## config.mk

```make
export PLATFORM = sky130hd
export DESIGN_NAME = uart_rx_fifo_flat
export DESIGN_NICKNAME = d
export VERILOG_FILES = /design/src/rtl/uart_rx_fifo_if.sv /design/src/rtl/uart_rx_fifo.sv /design/src/flat_wrapper.sv
export SDC_FILE = /design/constraint.sdc
export NUM_CORES = 1
export LEC_CHECK = 0
export BUFFER_PORTS_ARGS = -buffer_cell sky130_fd_sc_hd__buf_4
export CAP_MARGIN = 20
export CORE_UTILIZATION = 56
export DETAILED_ROUTE_END_ITERATION = 16
export GPL_TIMING_DRIVEN = 1
export PLACE_DENSITY = 0.87
export SYNTH_ARGS = -nofsm -noshare
export SYNTH_HDL_FRONTEND = slang
export SYNTH_SLANG_ARGS = --single-unit
export TNS_END_PERCENT = 100
```

## constraint.sdc

```tcl
create_clock -name clk -period 2.2 [get_ports clk]
set_input_delay 0.44 -clock clk [delete_from_list [all_inputs] [get_ports clk]]
set_output_delay 0.44 -clock clk [all_outputs]
set_load 0.03 [all_outputs]
```

## src/rtl/uart_rx_fifo_if.sv

```systemverilog
// CPU-side read port of the UART receiver: FIFO head, occupancy and status.
// Master is the bus side that pops bytes; slave is the receiver.
interface uart_rx_fifo_if #(
  parameter int unsigned DEPTH_LOG2 = 4
);
  logic                  rd_en;
  logic                  ovr_clr;
  logic [7:0]            rd_data;
  logic                  rd_valid;
  logic [DEPTH_LOG2:0]   count;
  logic                  frame_err;
  logic                  overrun;

  modport master (
    output rd_en, ovr_clr,
    input  rd_data, rd_valid, count, frame_err, overrun
  );

  modport slave (
    input  rd_en, ovr_clr,
    output rd_data, rd_valid, count, frame_err, overrun
  );
endinterface

```

## src/rtl/uart_rx_fifo.sv

```systemverilog
// 8N1 UART receiver feeding a show-ahead circular FIFO.
// Bytes with a bad stop bit are dropped and flagged via frame_err.
module uart_rx_fifo #(
  parameter int unsigned CLK_DIV    = 868,
  parameter int unsigned DEPTH_LOG2 = 4
) (
  input  logic          clk,
  input  logic          reset_async,
  input  logic          rs232_dce_rxd,
  uart_rx_fifo_if.slave bus
);
  localparam int unsigned DEPTH = 1 << DEPTH_LOG2;
  localparam logic [15:0] HALF_CNT = 16'(CLK_DIV / 2 - 1);
  localparam logic [15:0] BIT_CNT  = 16'(CLK_DIV - 1);
  localparam logic [DEPTH_LOG2:0] CNT_FULL =
    {1'b1, {DEPTH_LOG2{1'b0}}};

  typedef enum logic [2:0] {
    S_IDLE, S_START, S_DATA, S_STOP, S_BREAK
  } state_e;

  state_e state_q, state_d;
  logic   sync_q, rxd_s_q;
  logic [15:0] cnt_q, cnt_d;
  logic [2:0]  bit_q, bit_d;
  logic [7:0]  shreg_q, shreg_d;
  logic        push_q, push_d;
  logic        frame_err_q, frame_err_d;

  logic [DEPTH_LOG2-1:0] wr_ptr_q, wr_ptr_d;
  logic [DEPTH_LOG2-1:0] rd_ptr_q, rd_ptr_d;
  logic [DEPTH_LOG2:0]   count_q, count_d;
  logic                  overrun_q, overrun_d;
  logic [7:0]            mem_q [DEPTH];

  logic full, empty, pop, do_push, drop;

  always_comb begin
    state_d     = state_q;
    cnt_d       = cnt_q;
    bit_d       = bit_q;
    shreg_d     = shreg_q;
    push_d      = 1'b0;
    frame_err_d = 1'b0;
    unique case (state_q)
      S_IDLE: begin
        if (!rxd_s_q) begin
          state_d = S_START;
          cnt_d   = HALF_CNT;
        end
      end
      S_START: begin
        if (cnt_q == 16'd0) begin
          if (rxd_s_q) begin
            state_d = S_IDLE;
          end else begin
            state_d = S_DATA;
            cnt_d   = BIT_CNT;
            bit_d   = 3'd0;
          end
        end else begin
          cnt_d = cnt_q - 16'd1;
        end
      end
      S_DATA: begin
        if (cnt_q == 16'd0) begin
          shreg_d = {rxd_s_q, shreg_q[7:1]};
          cnt_d   = BIT_CNT;
          if (bit_q == 3'd7) state_d = S_STOP;
          else               bit_d   = bit_q + 3'd1;
        end else begin
          cnt_d = cnt_q - 16'd1;
        end
      end
      S_STOP: begin
        if (cnt_q == 16'd0) begin
          if (rxd_s_q) begin
            push_d  = 1'b1;
            state_d = S_IDLE;
          end else begin
            frame_err_d = 1'b1;
            state_d     = S_BREAK;
          end
        end else begin
          cnt_d = cnt_q - 16'd1;
        end
      end
      S_BREAK: begin
        if (rxd_s_q) state_d = S_IDLE;
      end
      default: state_d = S_IDLE;
    endcase
  end

  // A pop on an empty FIFO is ignored, so a full FIFO only accepts a push
  // when a real pop frees the slot in the same cycle.
  always_comb begin
    full      = (count_q == CNT_FULL);
    empty     = (count_q == '0);
    pop       = bus.rd_en && !empty;
    do_push   = push_q && (!full || pop);
    drop      = push_q && full && !pop;
    wr_ptr_d  = wr_ptr_q;
    rd_ptr_d  = rd_ptr_q;
    count_d   = count_q;
    overrun_d = overrun_q;
    if (do_push) wr_ptr_d = wr_ptr_q + DEPTH_LOG2'(1);
    if (pop)     rd_ptr_d = rd_ptr_q + DEPTH_LOG2'(1);
    unique case ({do_push, pop})
      2'b10:   count_d = count_q + (DEPTH_LOG2 + 1)'(1);
      2'b01:   count_d = count_q - (DEPTH_LOG2 + 1)'(1);
      default: count_d = count_q;
    endcase
    if (drop)             overrun_d = 1'b1;
    else if (bus.ovr_clr) overrun_d = 1'b0;
  end

  always_ff @(posedge clk or posedge reset_async) begin
    if (reset_async) begin
      sync_q      <= 1'b1;
      rxd_s_q     <= 1'b1;
      state_q     <= S_IDLE;
      cnt_q       <= '0;
      bit_q       <= '0;
      shreg_q     <= '0;
      push_q      <= 1'b0;
      frame_err_q <= 1'b0;
      wr_ptr_q    <= '0;
      rd_ptr_q    <= '0;
      count_q     <= '0;
      overrun_q   <= 1'b0;
    end else begin
      sync_q      <= rs232_dce_rxd;
      rxd_s_q     <= sync_q;
      state_q     <= state_d;
      cnt_q       <= cnt_d;
      bit_q       <= bit_d;
      shreg_q     <= shreg_d;
      push_q      <= push_d;
      frame_err_q <= frame_err_d;
      wr_ptr_q    <= wr_ptr_d;
      rd_ptr_q    <= rd_ptr_d;
      count_q     <= count_d;
      overrun_q   <= overrun_d;
    end
  end

  always_ff @(posedge clk) begin
    if (do_push) mem_q[wr_ptr_q] <= shreg_q;
  end

  assign bus.rd_data   = mem_q[rd_ptr_q];
  assign bus.rd_valid  = !empty;
  assign bus.count     = count_q;
  assign bus.frame_err = frame_err_q;
  assign bus.overrun   = overrun_q;
endmodule
```

## src/flat_wrapper.sv

```systemverilog
// flat-port wrapper written by rule: the top's interface ports become plain ports
module uart_rx_fifo_flat 
#(
  parameter int unsigned CLK_DIV    = 868,
  parameter int unsigned DEPTH_LOG2 = 4
)
  (clk, reset_async, rs232_dce_rxd, bus_rd_en, bus_ovr_clr, bus_rd_data, bus_rd_valid, bus_count, bus_frame_err, bus_overrun);
  uart_rx_fifo_if #(.DEPTH_LOG2(DEPTH_LOG2)) bus_i ();
  input  logic clk;
  input  logic reset_async;
  input  logic rs232_dce_rxd;
  input wire logic [$bits(bus_i.rd_en)-1:0] bus_rd_en;
  input wire logic [$bits(bus_i.ovr_clr)-1:0] bus_ovr_clr;
  output wire logic [$bits(bus_i.rd_data)-1:0] bus_rd_data;
  output wire logic [$bits(bus_i.rd_valid)-1:0] bus_rd_valid;
  output wire logic [$bits(bus_i.count)-1:0] bus_count;
  output wire logic [$bits(bus_i.frame_err)-1:0] bus_frame_err;
  output wire logic [$bits(bus_i.overrun)-1:0] bus_overrun;
  assign bus_i.rd_en = bus_rd_en;
  assign bus_i.ovr_clr = bus_ovr_clr;
  assign bus_rd_data = bus_i.rd_data;
  assign bus_rd_valid = bus_i.rd_valid;
  assign bus_count = bus_i.count;
  assign bus_frame_err = bus_i.frame_err;
  assign bus_overrun = bus_i.overrun;
  uart_rx_fifo #(.CLK_DIV(CLK_DIV), .DEPTH_LOG2(DEPTH_LOG2)) u_core (.clk(clk), .reset_async(reset_async), .rs232_dce_rxd(rs232_dce_rxd), .bus(bus_i));
endmodule
```

* After elaboration in Yosys (flattened, before gate mapping)
Memories as Yosys holds them, arrays and structs flattened.
Index checks and enable logic that the tools add are counted.
W data, S select, Z words.
** Word-level totals
- Input port bits :: 5
- Bits in writable memories :: 128
- Word-level logic and storage cells :: 87
- Output and inout bits :: 16
- Register bits :: 48
- Memories kept :: 1
** Memories
- u_core.mem_q :: words 16, bits a word 8, read ports 1, clocked after Yosys merged registers in 0, write ports 1, RTL line uart_rx_fifo.sv:34 : logic [7:0] mem_q [DEPTH];
** Cells by class
- Reduce and logical (&&, ||, !) cells :: 19
- Equality and inequality tests :: 18
- Add/subtract/negate cells :: 6
- Mux-type cells :: 31
** Operators by type and width (number)
- $mux W16 :: 5
- $pmux W16 S4 :: 1
- $mux W3 :: 11
- $logic_not A16 Y1 :: 1
- $sub A16 B1 Y16 const B :: 1
- $pmux W3 S5 :: 1
- $mux W1 :: 10
- $ne A2 B1 Y1 const B :: 5
- $pmux W5 S2 :: 1
- $add A4 B1 Y4 const B :: 2
- $ne A2 B2 Y1 const B :: 4
- $eq A3 B2 Y1 const B :: 2
- $eq A3 B3 Y1 const B :: 2
- $pmux W3 S2 :: 1
- $reduce_and A6 Y1 :: 1
- $reduce_bool A2 Y1 :: 3
- $add A5 B1 Y5 const B :: 1
- $eq A5 B5 Y1 const B :: 1
- $logic_not A5 Y1 :: 1
- $reduce_and A5 Y1 :: 1
- $sub A5 B1 Y5 const B :: 1
- $logic_and A1 B1 Y1 :: 4
- $reduce_and A4 Y1 :: 1
- $reduce_bool A4 Y1 :: 1
- other kinds (10) :: 12

* Longest topological paths before layout
- Depth after elaboration :: 7
- Gate-level depth with buffers :: 9
- Gate-level depth less buffers :: 9

* Worst setup path after synthesis
Ideal clock, no wire load.
- Kind :: reg-to-reg
- From :: reg u_core.count_q[1], in the netlist u_core.bus.count[1]
- To :: reg u_core.count_q[4], in the netlist u_core.bus.count[4]
- Path slack :: -0.572 ns
- Buffers on the path :: 0
- Arrival :: 2.692 ns
- Clock period less this slack :: 2.772 ns
- Setup time :: 0.080 ns
- Data required time :: 2.120 ns
- Stages on the path, launching flop included :: 10
- Cell sequence :: dfrtp_1 or4_4 nand2b_1 nand3_2 inv_1 ha_1 a21o_1 a21oi_1 mux2i_1 xnor2_1
** On the way
- Cells in the longest elaborated chain, start to end :: 7
- Elaborated cells between the ends (all ways) :: 13
- Classes of those cells :: add/sub (2); eq/ne (3); mux (1); reduce/logical (7)
** Ends and longest elaborated chain
- start, declared :: RTL line uart_rx_fifo.sv:32 : logic [DEPTH_LOG2:0] count_q, count_d;
- start signal, assigned :: RTL line uart_rx_fifo.sv:143 : count_q <= count_d;
- $logic_not A5 Y1 * :: RTL line uart_rx_fifo.sv:99 : empty = (count_q == '0);
- $logic_not A1 Y1 *
- net bus_rd_valid :: RTL line flat_wrapper.sv:15 : output wire logic [$bits(bus_i.rd_valid)-1:0] bus_rd_valid;
- $logic_and A1 B1 Y1 * :: RTL line uart_rx_fifo.sv:100 : pop = bus.rd_en && !empty;
- $logic_or A1 B1 Y1 :: RTL line uart_rx_fifo.sv:101 : do_push = push_q && (!full || pop);
- $logic_and A1 B1 Y1 :: RTL line uart_rx_fifo.sv:101
- $eq A2 B1 Y1 or $eq A2 B2 Y1 (tied branches) :: RTL line uart_rx_fifo.sv:109 : unique case ({do_push, pop})
- $pmux W5 S2 or $reduce_bool A2 Y1 (tied branches)
The timed path passes the listed nets; every way through them passes the cells marked *.
A chain may end at the register's enable or synchronous reset.

* Final worst setup path
- From :: reg u_core.rd_ptr_q[0]
- To :: out bus_rd_data[0]
** On the way
- Cells in the longest elaborated chain, start to end :: 1
** Ends and longest elaborated chain
- start, declared :: RTL line uart_rx_fifo.sv:31 : logic [DEPTH_LOG2-1:0] rd_ptr_q, rd_ptr_d;
- start signal, assigned :: RTL line uart_rx_fifo.sv:142 : rd_ptr_q <= rd_ptr_d;
- $mem_v2 Z16 W8
- end, declared :: RTL line flat_wrapper.sv:14 : output wire logic [$bits(bus_i.rd_data)-1:0] bus_rd_data;
No other way between the ends.

==> flow_metrics.env <==
export IMPL_syn_num_nets=464
export IMPL_power_switching_w=0.00271
export IMPL_syn_to_final_growth_pct=24.3
export IMPL_cts_tree="done"
export IMPL_grt_setup_unrepaired="true"
export IMPL_p_seq_share_pct=40.7
export IMPL_vdd_drop_max_mv=0.500
export IMPL_pwr_share_clk_pct=34.8
export IMPL_cts_root_buf="clkbuf_16"
export IMPL_grt_busiest_layer="met2"
export IMPL_drv_cap=0
export IMPL_path_buf_inv=3
export IMPL_grt_pass1_wl_um=31800
export IMPL_avgRoutedWirePerCell_um=33.0
export IMPL_port_buffers=20
export IMPL_grtUsageMet1_pct=40.2
export IMPL_grt_use_met3_pct=7.90
export IMPL_dpl_cell_count=662
export IMPL_met2_usage_pct=52.7
export IMPL_ios=21
export IMPL_finalSetupViolCount=72
export IMPL_yosysTopAreaCell="edfxtp_1"
export IMPL_arrival_ns=2.45
export IMPL_antenna_found_initial=0
export IMPL_synthCells=446
export IMPL_synth_cell_types=59
export IMPL_crit_path_start_kind="register"
export IMPL_max_stage_delay_ns=0.58
export IMPL_synth_edff_count=128
export IMPL_yosys_warnings=0
export IMPL_cp_end_kind="primary output"
export IMPL_dieArea_mm2=0.0139
export IMPL_ant_nets=0
export IMPL_r2r_setup_slack_ns=-0.22
export IMPL_timing_fmax_mhz=346
export IMPL_worst_r2r_path_depth=9
export IMPL_powerDensity_mw_per_mm2=989
export IMPL_drc_errors=0
export IMPL_viasPerCell=6.98
export IMPL_clkTransAtPathRegs_ns=0.07
export IMPL_ys_flop_type="edfxtp_1"
export IMPL_nets=553
export IMPL_firstDrtPassIters=5
export IMPL_critPathMaxFanout=5
export IMPL_outcome="finished, violations left"
export IMPL_grt_usage_pct=32.5
export IMPL_grt_overflow=0
export IMPL_htreeDepth=4
export IMPL_vias=5016
export IMPL_synthTopCellsByCount="edfxtp_1, dfrtp_1, mux4_2"
export IMPL_netlist_area_mm2=0.00753
export IMPL_fin_crit_ns=2.89
export IMPL_grt_max_degree=27
export IMPL_crit_slowest_cell="mux4_2"
export IMPL_maxSlewHeadroom_pct=55.5
export IMPL_p_int_w=0.00654
export IMPL_yosys_area_top_type_share_pct=51.1
export IMPL_cp_num_cells=5
export IMPL_crit_chain="buf_12 -> buf_16 -> mux4_2 -> mux4_2 -> buf_6"
export IMPL_synth_most_common_cell="edfxtp_1"
export IMPL_crit_family="multiplexers"
export IMPL_crit_required_ns=1.76
export IMPL_hold_viol_final=0
export IMPL_worst_slack_ns=-0.688
export IMPL_dieWidth_um=118
export IMPL_crit_top_cell="mux4_2"
export IMPL_cts_buffer_depth=2
export IMPL_place_ws_ns=-0.0646
export IMPL_synth_avg_cell_area_um2=16.9
export IMPL_switching_share_pct=29.3
export IMPL_grt_pass1_vias=4898
export IMPL_async_flop_share_pct=27.3
export IMPL_core_area_mm2=0.0129
export IMPL_synth_area_leaders="edfxtp_1, dfrtp_1, mux4_2"
export IMPL_finalCritPeriodShare_pct=131
export IMPL_dieHeight_um=118
export IMPL_violations="setup timing"
export IMPL_fill_cells=665
export IMPL_clock_sinks=176
export IMPL_yosysSeqAreaShare_pct=67.1
export IMPL_gp_congestion=0.863
export IMPL_drtIter0Drc=770
export IMPL_synth_seq_cells=176
export IMPL_drv_slew=0
export IMPL_combPwrFrac_pct=24.5
export IMPL_diodes=0
export IMPL_p_leak_nw=3.77
export IMPL_finalWirelength_um=23700
export IMPL_finClkSkew_ns=0.0126
export IMPL_fin_cells=719
export IMPL_critPathKind="register to primary output"
export IMPL_tightest_slew_ns=0.668
export IMPL_cts_buffers=17
export IMPL_drive_gt1_share_pct=41.1
export IMPL_rows=41
export IMPL_start_util_pct=58.4
export IMPL_clkLatencyLatePin_ns=0.44
export IMPL_dp_hpwl_um=10700
export IMPL_hold_class="input pin to async pin"
## kinds of logic (layout without fill, tap and decap cells)
group                      Yosys count  after routing  synth area share [%]
AOI/OAI and AO/OA                   57             57                  5.02
xor gates and xnor gates            16             16                  1.86
adders and majority gates           13             13                  2.26
buffers and inverters               36            137                  2.04
DFF                                176            176                  67.1
muxes                               53             53                  14.0
and+or+nand+nor                     95             95                  7.76
## power by group through the flow
stage               Clock, W  Combinational (W)  Sequential, W
floorplan                  0            0.00108        0.00385
global placement           0            0.00163        0.00379
detailed placement         0            0.00171        0.00380
global route         0.00334            0.00234        0.00377
CTS                  0.00313            0.00212        0.00375
finish               0.00322            0.00226        0.00376
## final timing paths
kind,from,end
worst max register to register,u_core.bus.count[1],u_core.bus.count[4]
min in group clk,rs232_dce_rxd,u_core.sync_q
max in group asynchronous,reset_async,u_core.bus.count[1]
worst min-delay path,reset_async,u_core.state_q[1]
worst min register to register,u_core.sync_q,u_core.rxd_s_q
worst max-delay path,u_core.rd_ptr_q[0],bus_rd_data[0]
## layout by cell type, fill, tap and decap left out, drive strengths merged, types with 3 or more instances in the layout
| cell | instances |
|---|---|
| o21ai | 19 |
| nand2 | 19 |
| clkinvlp | 5 |
| nand3 | 4 |
| nor4 | 5 |
| o21a | 3 |
| or3 | 3 |
| or4 | 3 |
| edfxtp | 128 |
| xor2 | 3 |
| mux4 | 40 |
| mux2 | 11 |
| nor3 | 9 |
| buf | 89 |
| ha | 12 |
| nor2 | 28 |
| a21oi | 14 |
| nand2b | 6 |
| and3 | 3 |
| clkbuf | 17 |
| xnor2 | 13 |
| dfrtp | 46 |
| bufinv | 3 |
| inv | 22 |
| o31ai | 3 |
| nand4 | 4 |
## state kept, by name, indices dropped and copies added (netlist names)
name	cells
u_core.wr_ptr_q	4
u_core.bit_q	3
u_core.shreg_q	8
u_core.bus.count	5
u_core.sync_q	1
u_core.rxd_s_q	1
u_core.cnt_q	16
u_core.rd_ptr_q	4
u_core.state_q	3
u_core.bus.frame_err	1
u_core.bus.overrun	1
u_core.mem_q	128
u_core.push_q	1
## cell type report
type	count	area, um^2	share of cell area (%)
sequential	176	5050	54.0
tap	172	215	2.30
clock buffer	17	425	4.55
clock inverter	14	180	1.93
inverter	17	66.3	0.709
multi-input combinational	234	2560	27.3
timing repair buffer	89	862	9.21
## metrics by stage
step,hold WS (ns),power [W],cell area [um^2],util (%),TNS (ns)
after floorplan,0.345,0.00493,7600,-,-0.332
after global placement,0.347,0.00542,8240,64.0,-0.112
after detailed placement,0.348,0.00552,8240,64.0,-0.362
after CTS,0.0727,0.00900,9120,70.8,-7.01
after global routing,0.0983,0.00944,9360,72.7,-9.33
final,0.0770,0.00925,9360,72.7,-8.47
## repair_timing
item,in CTS,in global routing
setup buffers,11,16
resized for setup,31,34
pin swaps,7,11
setup endpoints to repair,37,129
hold buffers,0,0
gates cloned,2,0
## routing by layer
metal | wire (um) | up-vias
met5 | 0 | -
met4 | 1460 | 0
met3 | 2860 | 120
met2 | 11500 | 463
met1 | 7890 | 2510
li1 | - | 1923
Power figures use the tool's default switching activity.
